===== src/rtl/match_ctrl.sv =====
// Match controller: sequences serve/play/pause/game-over and keeps per-player scores.
// Latency: every output is registered, so a response appears one clk after its input pulse.
// Backpressure: none; inputs are one-cycle pulses, and any pulse not legal in the current state is dropped.
module match_ctrl #(
  parameter int N_PLAYERS   = 2,
  parameter int SCORE_W     = 4,
  parameter int WIN_SCORE   = 3,
  parameter int SERVE_DELAY = 50_000_000,
  localparam int PID_W      = ($clog2(N_PLAYERS) > 1) ? $clog2(N_PLAYERS) : 1
) (
  input  logic                         clk,
  input  logic                         rst,
  input  logic                         start,
  input  logic                         pause,
  input  logic                         mode_load,
  input  logic [1:0]                   mode_sel,
  input  logic                         point_valid,
  input  logic [PID_W-1:0]             point_id,
  output logic [2:0]                   state,
  output logic [N_PLAYERS*SCORE_W-1:0] scores,
  output logic [1:0]                   mode,
  output logic                         serve,
  output logic [PID_W-1:0]             serve_to,
  output logic [PID_W-1:0]             winner
);

  localparam int CNT_W = ($clog2(SERVE_DELAY) > 1) ? $clog2(SERVE_DELAY) : 1;
  localparam logic [CNT_W-1:0]   CNT_LAST = CNT_W'(SERVE_DELAY - 1);
  localparam logic [CNT_W-1:0]   CNT_ONE  = CNT_W'(1);
  localparam logic [PID_W:0]     N_LIMIT  = (PID_W + 1)'(N_PLAYERS);
  localparam logic [SCORE_W-1:0] WIN_Q    = SCORE_W'(WIN_SCORE);
  localparam logic [SCORE_W-1:0] ONE_S    = SCORE_W'(1);

  localparam logic [1:0] MODE_VERSUS   = 2'd0;
  localparam logic [1:0] MODE_PRACTICE = 2'd1;
  localparam logic [1:0] MODE_SUDDEN   = 2'd2;

  typedef enum logic [2:0] {
    S_IDLE       = 3'd0,
    S_SERVE_WAIT = 3'd1,
    S_PLAY       = 3'd2,
    S_PAUSED     = 3'd3,
    S_OVER       = 3'd4
  } state_e;

  state_e                         state_q;
  state_e                         saved_q;
  logic [N_PLAYERS*SCORE_W-1:0]   scores_q;
  logic [N_PLAYERS*SCORE_W-1:0]   scores_d;
  logic [1:0]                     mode_q;
  logic                           serve_q;
  logic [PID_W-1:0]               serve_to_q;
  logic [PID_W-1:0]               winner_q;
  logic [CNT_W-1:0]               cnt_q;

  logic [SCORE_W-1:0]             cur_score;
  logic [SCORE_W-1:0]             new_score;
  logic [SCORE_W-1:0]             eff_win;
  logic                           pt_ok;
  logic                           hit_win;

  // Candidate score vector for a point credited to point_id, saturating at the win score.
  always_comb begin
    cur_score = '0;
    for (int k = 0; k < N_PLAYERS; k++) begin
      if (point_id == PID_W'(k)) cur_score = scores_q[k*SCORE_W +: SCORE_W];
    end
    eff_win   = (mode_q == MODE_SUDDEN) ? ONE_S : WIN_Q;
    new_score = (cur_score < eff_win) ? cur_score + ONE_S : cur_score;
    hit_win   = (new_score == eff_win);
    pt_ok     = point_valid && ({1'b0, point_id} < N_LIMIT);
    scores_d  = scores_q;
    for (int k = 0; k < N_PLAYERS; k++) begin
      if (point_id == PID_W'(k)) scores_d[k*SCORE_W +: SCORE_W] = new_score;
    end
  end

  // Match FSM; start restarts from any state and outranks pause and point_valid.
  always_ff @(posedge clk) begin
    if (rst) begin
      state_q    <= S_IDLE;
      saved_q    <= S_IDLE;
      scores_q   <= '0;
      mode_q     <= MODE_VERSUS;
      serve_q    <= 1'b0;
      serve_to_q <= '0;
      winner_q   <= '0;
      cnt_q      <= '0;
    end else begin
      serve_q <= 1'b0;

      // Mode can only change between matches, never while one is running.
      if (mode_load && (state_q == S_IDLE || state_q == S_OVER)) begin
        mode_q <= (mode_sel == 2'd3) ? MODE_VERSUS : mode_sel;
      end

      if (start) begin
        state_q    <= S_SERVE_WAIT;
        scores_q   <= '0;
        serve_to_q <= '0;
        winner_q   <= '0;
        cnt_q      <= '0;
      end else begin
        case (state_q)
          S_SERVE_WAIT: begin
            if (pause) begin
              saved_q <= S_SERVE_WAIT;
              state_q <= S_PAUSED;
            end else if (cnt_q == CNT_LAST) begin
              serve_q <= 1'b1;
              cnt_q   <= '0;
              state_q <= S_PLAY;
            end else begin
              cnt_q <= cnt_q + CNT_ONE;
            end
          end
          S_PLAY: begin
            // A point in the same cycle as pause wins; the pause is dropped.
            if (pt_ok) begin
              serve_to_q <= point_id;
              cnt_q      <= '0;
              if (mode_q == MODE_PRACTICE) begin
                state_q <= S_SERVE_WAIT;
              end else begin
                scores_q <= scores_d;
                if (hit_win) begin
                  winner_q <= point_id;
                  state_q  <= S_OVER;
                end else begin
                  state_q <= S_SERVE_WAIT;
                end
              end
            end else if (pause) begin
              saved_q <= S_PLAY;
              state_q <= S_PAUSED;
            end
          end
          S_PAUSED: begin
            // Counter is left untouched so serve-wait resumes where it stopped.
            if (pause) state_q <= saved_q;
          end
          S_IDLE, S_OVER: begin
            state_q <= state_q;
          end
          default: state_q <= S_IDLE;
        endcase
      end
    end
  end

  assign state    = state_q;
  assign scores   = scores_q;
  assign mode     = mode_q;
  assign serve    = serve_q;
  assign serve_to = serve_to_q;
  assign winner   = winner_q;

endmodule


===== config.mk =====
export PLATFORM = sky130hd
export DESIGN_NAME = match_ctrl
export DESIGN_NICKNAME = d
export VERILOG_FILES = /design/src/rtl/match_ctrl.sv
export SDC_FILE = /design/constraint.sdc
export NUM_CORES = 1
export LEC_CHECK = 0
export ABC_AREA = 1
export BUFFER_PORTS_ARGS = -buffer_cell sky130_fd_sc_hd__buf_2
export CORE_MARGIN = 4
export CORE_UTILIZATION = 35
export DETAILED_ROUTE_END_ITERATION = 6
export HOLD_SLACK_MARGIN = 0.15
export PLACE_DENSITY_LB_ADDON = 0.25
export SYNTH_ARGS = -nofsm -noshare
export SYNTH_HDL_FRONTEND = slang
export SYNTH_SLANG_ARGS = --single-unit

===== constraint.sdc =====
create_clock -name clk -period 2.46 [get_ports clk]
set_input_delay 0.123 -clock clk [delete_from_list [all_inputs] [get_ports clk]]
set_output_delay 0.123 -clock clk [all_outputs]
set_load 0.02 [all_outputs]

==> results of run 1 <==
-- area by class of cell --
class                      count  area [sq um]
multi-input combinational    290          1540
clock inverter                 3          46.3
tap                           99           124
timing repair buffer          34           210
clock buffer                   5          68.8
inverter                      52           195
fill                         812          4300
sequential                    44           881
-- logic make-up (layout without fill, tap and decap cells) --
family,Yosys count,in the layout,synth area share
flip-flops,44,44,0.326
XOR/XNOR,9,9,0.0292
AND/OR/NAND/NOR,225,225,0.408
AO/OA/AOI/OAI,53,53,0.119
buffers and inverters,62,94,0.104
adder cells (fa/ha/maj),3,3,0.0139
-- final timing paths --
path / slack, ns / depth (start not counted) / from / end
setup / recovery: 0.33 / 9 / state[2] / cnt_q[25]
hold / removal: 0.18 / 5 / start / state[0]
setup reg to reg: 0.33 / 9 / state[2] / cnt_q[25]
hold reg to reg: 0.45 / 2 / scores[3] / scores[3]
-- stage by stage --
| stage | cells | hold WS [ns] | area [sq um] | power, W | utilization |
|---|---|---|---|---|---|
| after CTS | 527 | 0.173 | 3070 | 0.00145 | 0.416 |
| final | 527 | 0.184 | 3070 | 0.00142 | 0.416 |
| after detailed placement | 513 | 0.344 | 2890 | 0.000861 | 0.392 |
| after global routing | 527 | 0.193 | 3070 | 0.00150 | 0.416 |
| after global placement | 513 | 0.346 | 2890 | 0.000860 | 0.392 |
| after floorplan | 396 | 0.185 | 2700 | 0.000834 | - |
-- flip-flops by register name (all words and copies together) (netlist names) --
name      count
saved_q       2
mode          2
scores        8
state         3
cnt_q        26
serve         1
winner        1
serve_to      1
-- worst max-delay path: stages (launching register included) --
cell and delay (ns):
dfxtp_1 0.41, nor2_1 0.09, nand2_2 0.24, inv_1 0.16, nand2_2 0.13, nand3b_4 0.20, inv_2 0.31, nand3_1 0.14
nor3b_1 0.26, nor3_2 0.07
-- power by group through the flow --
stage               clock network (W)  registers [W]  logic (W)
floorplan                           0       0.000741  0.0000929
global placement                    0       0.000737   0.000122
detailed placement                  0       0.000737   0.000123
CTS                          0.000598       0.000721   0.000131
global route                 0.000629       0.000722   0.000147
finish                       0.000573       0.000721   0.000131
-- routing by layer --
metal	wire length (um)	global-route usage	vias to the layer above
li1	-	-	1376
met1	3300	0.220	1206
met2	2990	0.259	50
met3	241	0.0266	8
met4	82	0.0474	0
met5	0	0	-
-- Yosys cell counts (3+ instances only) --
cell      instances
a211oi_1          3
a21oi_1          27
a31oi_1           3
buf_2             3
buf_6             4
dfxtp_1          44
ha_1              3
inv_1            50
nand2_1          74
nand2_2           9
nand3_1          26
nand3b_1          3
nand4_1          19
nor2_1           51
nor2_2            9
nor2_4            3
nor3_1           21
o211ai_1          4
o21ai_0           9
xor2_1            8
-- timing repair --
| action | CTS | global route |
|---|---|---|
| hold endpoints to repair | 6 | 0 |
| hold buffers | 6 | 0 |
| resized for setup | 0 | 0 |
==> impl_metrics.tcl, run 1 <==
set metrics [dict create \
    status "finished, final reports clean" \
    p_int_w 0.00107 \
    clkSinkCount 44 \
    yosysSeqAreaShare 0.326 \
    p_sw_frac 0.252 \
    hold_viol_final 0 \
    ir_drop_v 0.000300 \
    synth_cell_types 39 \
    cts_made_buffers 5 \
    cts_max_level 2 \
    cp.required_ns 2.65 \
    synth_warnings 0 \
    synth_area_leader_cell "dfxtp_1" \
    final_common_cell "nand2_1" \
    start_util 0.367 \
    synth_area_sq_um 2700 \
    avgViaCountPerCell 5.01 \
    ys_top_cells_by_area "dfxtp_1 33%, nand2_1 10%, nor2_1 7.1%" \
    clkTransAtPathRegs_ns 0.09 \
    end_kind "flop" \
    grt_use_total 0.161 \
    io_buffers 24 \
    fp.dieArea_sq_um 9190 \
    rsz0062_at_grt "no" \
    layout_common_cells "74 x nand2_1, 51 x nor2_1, 50 x inv_1" \
    antenna_found_initial 0 \
    ys_seq_elements 44 \
    drc 0 \
    drv_slew 0 \
    coreArea_sq_um 7370 \
    cp_data_arrival_time_ns 2.32 \
    synthesis.nets 408 \
    cp-start-kind "flop" \
    grt_max_degree 21 \
    drtAntennaViolNets 0 \
    ys_async_sr_fraction 0 \
    nets 439 \
    crit_fanout 14 \
    worst_pin_slew_ns 0.662 \
    worst_clock_skew_ns 0.00716 \
    wl_per_cell_um 12.6 \
    cts_setup_buffers 0 \
    clock_latency_ns 0.30 \
    cap_viol_max_count 0 \
    p_sw_w 0.000359 \
    clkPwrFrac 0.402 \
    setup_tns_ns 0 \
    syn2layout_area_growth_pct 13.5 \
    final.min_clock_period_ns 2.13 \
    grt_first_pass_wirelength_mm 11.9 \
    gp_congestion 0.901 \
    period_share 0.866 \
    synth-edff-count 0 \
    synth_top_area_share 0.326 \
    via_count 2640 \
    cts_tree "built" \
    ys.flop_type "dfxtp_1" \
    gr-total-overflow 0 \
    firstDrtPassIters 4 \
    grt_pass1_vias 2532 \
    antenna_cells 0 \
    max_clock_freq_mhz 470 \
    finalSetupViolations 0 \
    postRouteWirelength_mm 6.62 \
    clockBufferDepth 2 \
    powerDensity_nw_per_um2 464 \
    p_seq_frac 0.506 \
    dpl.hpwl_mm 5.11 \
    synthCells 396 \
    io_pins 25 \
    drive_gt1_frac 0.161 \
    pre_cts_slack_ns 0.342 \
    worst_hold_path_type "in -> reg" \
    die_width_um 95.9 \
    slew_headroom 0.558 \
    worst_slack_ns 0.330 \
    drtIter0Drc 175 \
    rows 31 \
    die_y_um 95.9 \
    cts_root_buf "clkbuf_8" \
    pwr-share-comb 0.092 \
    avgSynthCellArea_sq_um 6.82 \
    crit_type "reg -> reg" \
    p_leak_nw 1.21 \
]
No activity file was read; power rests on OpenSTA's default activity.
==> run 2, diff against run 1 <==
--- a/config.mk
+++ b/config.mk
@@ -13,4 +13,5 @@
 export HOLD_SLACK_MARGIN = 0.15
 export PLACE_DENSITY_LB_ADDON = 0.25
+export SLEW_MARGIN = 20
 export SYNTH_ARGS = -nofsm -noshare
 export SYNTH_HDL_FRONTEND = slang
==> constraint.sdc (replaced) <==
create_clock -name clk -period 2.5 [get_ports clk]
set_input_delay 0.5 -clock clk [delete_from_list [all_inputs] [get_ports clk]]
set_output_delay 0.5 -clock clk [all_outputs]
set_load 0.02 [all_outputs]
==> impl_metrics.tcl, run 2 (same netlist as run 1, synthesis figures left out) <==
set metrics [dict create \
    wl_per_cell_um 13.0 \
    max_clock_freq_mhz 488 \
    cp_cell_sequence "inv_1, nor2_1, nand2_2, inv_1, nand2_2, nand3b_4, inv_2, nand2_2, nand2_2, nor3_1" \
    drive_gt1_frac 0.167 \
    dp.cells 515 \
    rows 31 \
    coreArea_sq_um 7370 \
    path_buf_inv 3 \
    hold_buffers 0 \
    gr-total-overflow 0 \
    largest_register_ffs 26 \
    io_pins 25 \
    cts_resized 0 \
    fillCellCount 810 \
    critPathSlowestCell "dfxtp_1" \
    cp-start-kind "flop" \
    postRouteWirelength_mm 6.79 \
    critical_path.most_common_cell "nand2_2" \
    drc 0 \
    worst_hold_path_type "in -> reg" \
    cap_viol_max_count 0 \
    clkTransAtPathRegs_ns 0.09 \
    crit_family "simple AND/OR/NAND/NOR gates" \
    reg2reg_depth 10 \
    hold_depth 2 \
    grt_max_degree 16 \
    syn2layout_area_growth_pct 11.0 \
    antenna_cells 0 \
    via_count 2575 \
    cts_root_buf "clkbuf_8" \
    slew_headroom 0.543 \
    powerDensity_nw_per_um2 437 \
    dpl.hpwl_mm 5.28 \
    layout_common_cells "74 x nand2_1, 51 x nor2_1, 50 x inv_1" \
    largest_register "cnt_q" \
    p_leak_nw 1.19 \
    finalSetupViolations 0 \
    final_common_cell "nand2_1" \
    crit_type "reg -> reg" \
    worst_pin_slew_ns 0.681 \
    critPathMaxStageDelay_ns 0.36 \
    nets 435 \
    cts_made_buffers 5 \
    multi_input_area_sq_um 1540 \
    antenna_found_initial 0 \
    cts_tree "built" \
    grt_pass1_vias 2411 \
    whs_ns 0.401 \
    status "finished, final reports clean" \
    io_buffers 24 \
    min-delay-start "pause" \
    fp.dieArea_sq_um 9190 \
    die_width_um 95.9 \
    regArea_sq_um 881 \
    end_kind "flop" \
    ir_drop_v 0.000215 \
    cp.required_ns 2.73 \
    worst_clock_skew_ns 0.0127 \
    die_y_um 95.9 \
    start_util 0.367 \
    drv_slew 0 \
    avgViaCountPerCell 4.92 \
    clock_latency_ns 0.30 \
    gp_congestion 0.903 \
    cp_data_arrival_time_ns 2.27 \
    clkSinkCount 44 \
    drtIter0Drc 145 \
    cts_max_level 2 \
    grt_first_pass_wirelength_mm 11.5 \
    final.min_clock_period_ns 2.05 \
    utilization 0.407 \
    crit_fanout 15 \
    cp.depth 10 \
    cts_setup_buffers 0 \
    grtUsageMet1 0.233 \
    clockBufferDepth 2 \
    firstDrtPassIters 4 \
    rsz0062_at_grt "no" \
    use_met3 0.0258 \
    hold_viol_final 0 \
    drtAntennaViolNets 0 \
    top_usage_layer "met2" \
    post_layout_nonfiller_instances 523 \
    grt_use_total 0.159 \
    setup_tns_ns 0 \
    r2r_start "state[1]" \
    cp-startpoint "state[1]" \
    use_met2 0.238 \
    period_share 0.819 \
]
[run 2: cell count changes in the layout (fill, tap and decap cells not counted), sizes merged]
cell / before / now
dlygate4sd3: 6 / 0
buf: 28 / 30
clkinv: 0 / 2
bufinv: 1 / 0
clkbuf: 5 / 6
clkinvlp: 1 / 0
inv: 53 / 52
[run 2: report_power, final]
part	internal (W)	total [W]	switching [W]
Clock	0.000221	0.000472	0.000251
Sequential	0.000705	0.000709	0.00000410
Combinational	0.0000399	0.000129	0.0000889
[run 2: layer usage]
layer	routed length [um]	vias up
met4	84	0
li1	-	1359
met5	0	-
met1	3510	1167
met3	229	6
met2	2960	43
[run 2: path summary, 6_finish.rpt]
path	slack, ns	to
worst max-delay path	0.45	cnt_q[9]
worst min-delay path	0.40	serve
worst max register to register	0.45	cnt_q[9]
worst min register to register	0.45	scores[3]
[run 2: metrics by stage]
step,total power (W),worst slack (ns),instance area (sq um)
floorplan,0.000821,0.418,2700
global placement,0.000851,0.294,2910
detailed placement,0.000854,0.224,2910
CTS,0.00132,0.414,3000
global route,0.00137,0.206,3000
finish,0.00131,0.452,3000
[run 2: area by class of cell]
class / count / share of cell area
timing repair buffer: 30 / 0.0551
clock inverter: 2 / 0.00334
multi-input combinational: 290 / 0.514
clock buffer: 6 / 0.0275
tap: 99 / 0.0413
sequential: 44 / 0.294
inverter: 52 / 0.0651
[run 2: worst reg2reg max path: stages, from the launching register on]
cell      delay [ns]
dfxtp_1         0.36
inv_1           0.07
nor2_1          0.14
nand2_2         0.17
inv_1           0.19
nand2_2         0.11
nand3b_4        0.25
inv_2           0.15
nand2_2         0.13
nand2_2         0.17
nor3_1          0.22
==> run 3, diff against run 2 <==
- clock period: 2.5 -> 2.09 ns (I/O delays scaled with it)
==> impl_metrics.tcl, run 3 (same netlist as run 1, synthesis figures left out) <==
set metrics [dict create \
    fillCellCount 795 \
    rows 31 \
    drc 0 \
    reg2reg_depth 15 \
    grt_max_degree 16 \
    final.min_clock_period_ns 1.86 \
    cap_viol_max_count 0 \
    cp_data_arrival_time_ns 2.07 \
    gp_congestion 0.937 \
    clkPwrFrac 0.352 \
    fp.dieArea_sq_um 9190 \
    powerDensity_nw_per_um2 507 \
    worst_hold_path_type "in -> reg" \
    cts_tree "built" \
    fin_area_sq_um 3130 \
    hold_buffers 0 \
    syn2layout_area_growth_pct 15.7 \
    slew_headroom 0.651 \
    p_seq_frac 0.536 \
    hold_viol_final 0 \
    drv_slew 0 \
    start_util 0.367 \
    largest_register "cnt_q" \
    firstDrtPassIters 6 \
    drtIter0Drc 184 \
    pwr-share-comb 0.112 \
    use_met3 0.0219 \
    max_clock_freq_mhz 539 \
    r2r_start "scores[5]" \
    finalSetupViolations 0 \
    postRouteWirelength_mm 7.02 \
    multi_input_area_sq_um 1570 \
    period_share 0.888 \
    post_layout_nonfiller_instances 535 \
    dpl.hpwl_mm 5.41 \
    final_common_cell "nand2_1" \
    die_y_um 95.9 \
    coreArea_sq_um 7370 \
    r2r_end "state[0]" \
    io_buffers 24 \
    worst_slack_ns 0.235 \
    clkSinkCount 44 \
    grt_pass1_vias 2451 \
    end_kind "flop" \
    worst_pin_slew_ns 0.523 \
    cp-start-kind "flop" \
    whs_ns 0.321 \
    clkTransAtPathRegs_ns 0.10 \
    antenna_cells 0 \
    layout_common_cells "74 x nand2_1, 50 x inv_1, 50 x nor2_1" \
    io_pins 25 \
    r2r_slack_ns 0.23 \
    crit_fanout 4 \
    regArea_sq_um 881 \
    clock_latency_ns 0.31 \
    use_met2 0.268 \
    drtAntennaViolNets 0 \
    dp.cells 525 \
    ir_drop_v 0.000261 \
    die_width_um 95.9 \
    p_leak_nw 1.24 \
    hold_path_end "serve" \
    grt_first_pass_wirelength_mm 11.9 \
    pre_cts_slack_ns -0.0253 \
    largest_register_ffs 26 \
    worst_clock_skew_ns 0.0122 \
    grtUsageMet1 0.223 \
    clockBufferDepth 2 \
    cp.required_ns 2.30 \
    p_int_w 0.00115 \
    gr-total-overflow 0 \
    p_sw_frac 0.277 \
    antenna_found_initial 0 \
    nets 447 \
    drive_gt1_frac 0.200 \
    hold_depth 2 \
    crit_type "reg -> reg" \
    status "finished, final reports clean" \
    grt_use_total 0.164 \
    via_count 2674 \
    p_sw_w 0.000438 \
    avgViaCountPerCell 5.00 \
    rsz0062_at_grt "no" \
    cts_made_buffers 5 \
    wl_per_cell_um 13.1 \
    setup_tns_ns 0 \
    top_usage_layer "met2" \
    cts_root_buf "clkbuf_8" \
    cts_max_level 2 \
    placed_cell_area_sq_um 2980 \
    min-delay-start "pause" \
]
[run 3: changes by cell type in the layout (fill, tap and decap cells not counted), moves of 2 or more]
cell / change
clkinv_2: -2
nand3_2: +2
buf_4: +11
nand3_1: -2
clkinvlp_4: +2
[run 3: critical path, cell delays in order (launching register included)]
cell     delay (ns)
dfxtp_1        0.33
inv_1          0.08
nand2_1        0.05
o21ai_1        0.09
inv_1          0.09
ha_1           0.33
nand3_2        0.12
nand3_2        0.10
nand2_1        0.08
nand2_1        0.07
nor2_2         0.10
nand3_2        0.10
nand2_1        0.08
nand2_1        0.04
nand2_1        0.06
a21oi_2        0.05
[run 3: timing repair]
action	CTS	global route
endpoints found under the setup margin	0	5
resized for setup	0	6
setup buffers	0	2
hold endpoints to repair	0	0
[run 3: worst max-delay path by stage]
stage,endpoint,from
after floorplan,state[0],point_id
after global placement,state[0],point_id
after detailed placement,state[0],point_id
after CTS,state[0],scores[1]
after global routing,winner,scores[5]
final,state[0],scores[5]
[run 3: final cells by class]
type | count | area share
Clock inverter | 3 | 0.00760
Clock buffer | 5 | 0.0220
Inverter | 52 | 0.0624
Tap cell | 99 | 0.0396
Sequential cell | 44 | 0.282
Multi-Input combinational cell | 290 | 0.501
Timing Repair Buffer | 42 | 0.0856
[run 3: metal layers]
metal	up-vias	wire length, um
li1	1392	-
met1	1192	3440
met2	75	3150
met3	15	298
met4	0	137
met5	-	0
[run 3: power groups by stage]
stage          Clock (W)  Sequential [W]  Combinational (W)
2_1_floorplan          0        0.000872           0.000109
3_3_place_gp           0        0.000868           0.000161
3_5_place_dp           0        0.000868           0.000165
4_1_cts         0.000587        0.000849           0.000165
5_1_grt         0.000610        0.000851           0.000196
6_report        0.000558        0.000849           0.000177
[run 3: per-stage QoR]
stage / total power [W] / utilization
CTS: 0.00160 / 0.417
detailed placement: 0.00103 / 0.405
global placement: 0.00103 / 0.405
finish: 0.00158 / 0.424
floorplan: 0.000981 / -
global route: 0.00166 / 0.424
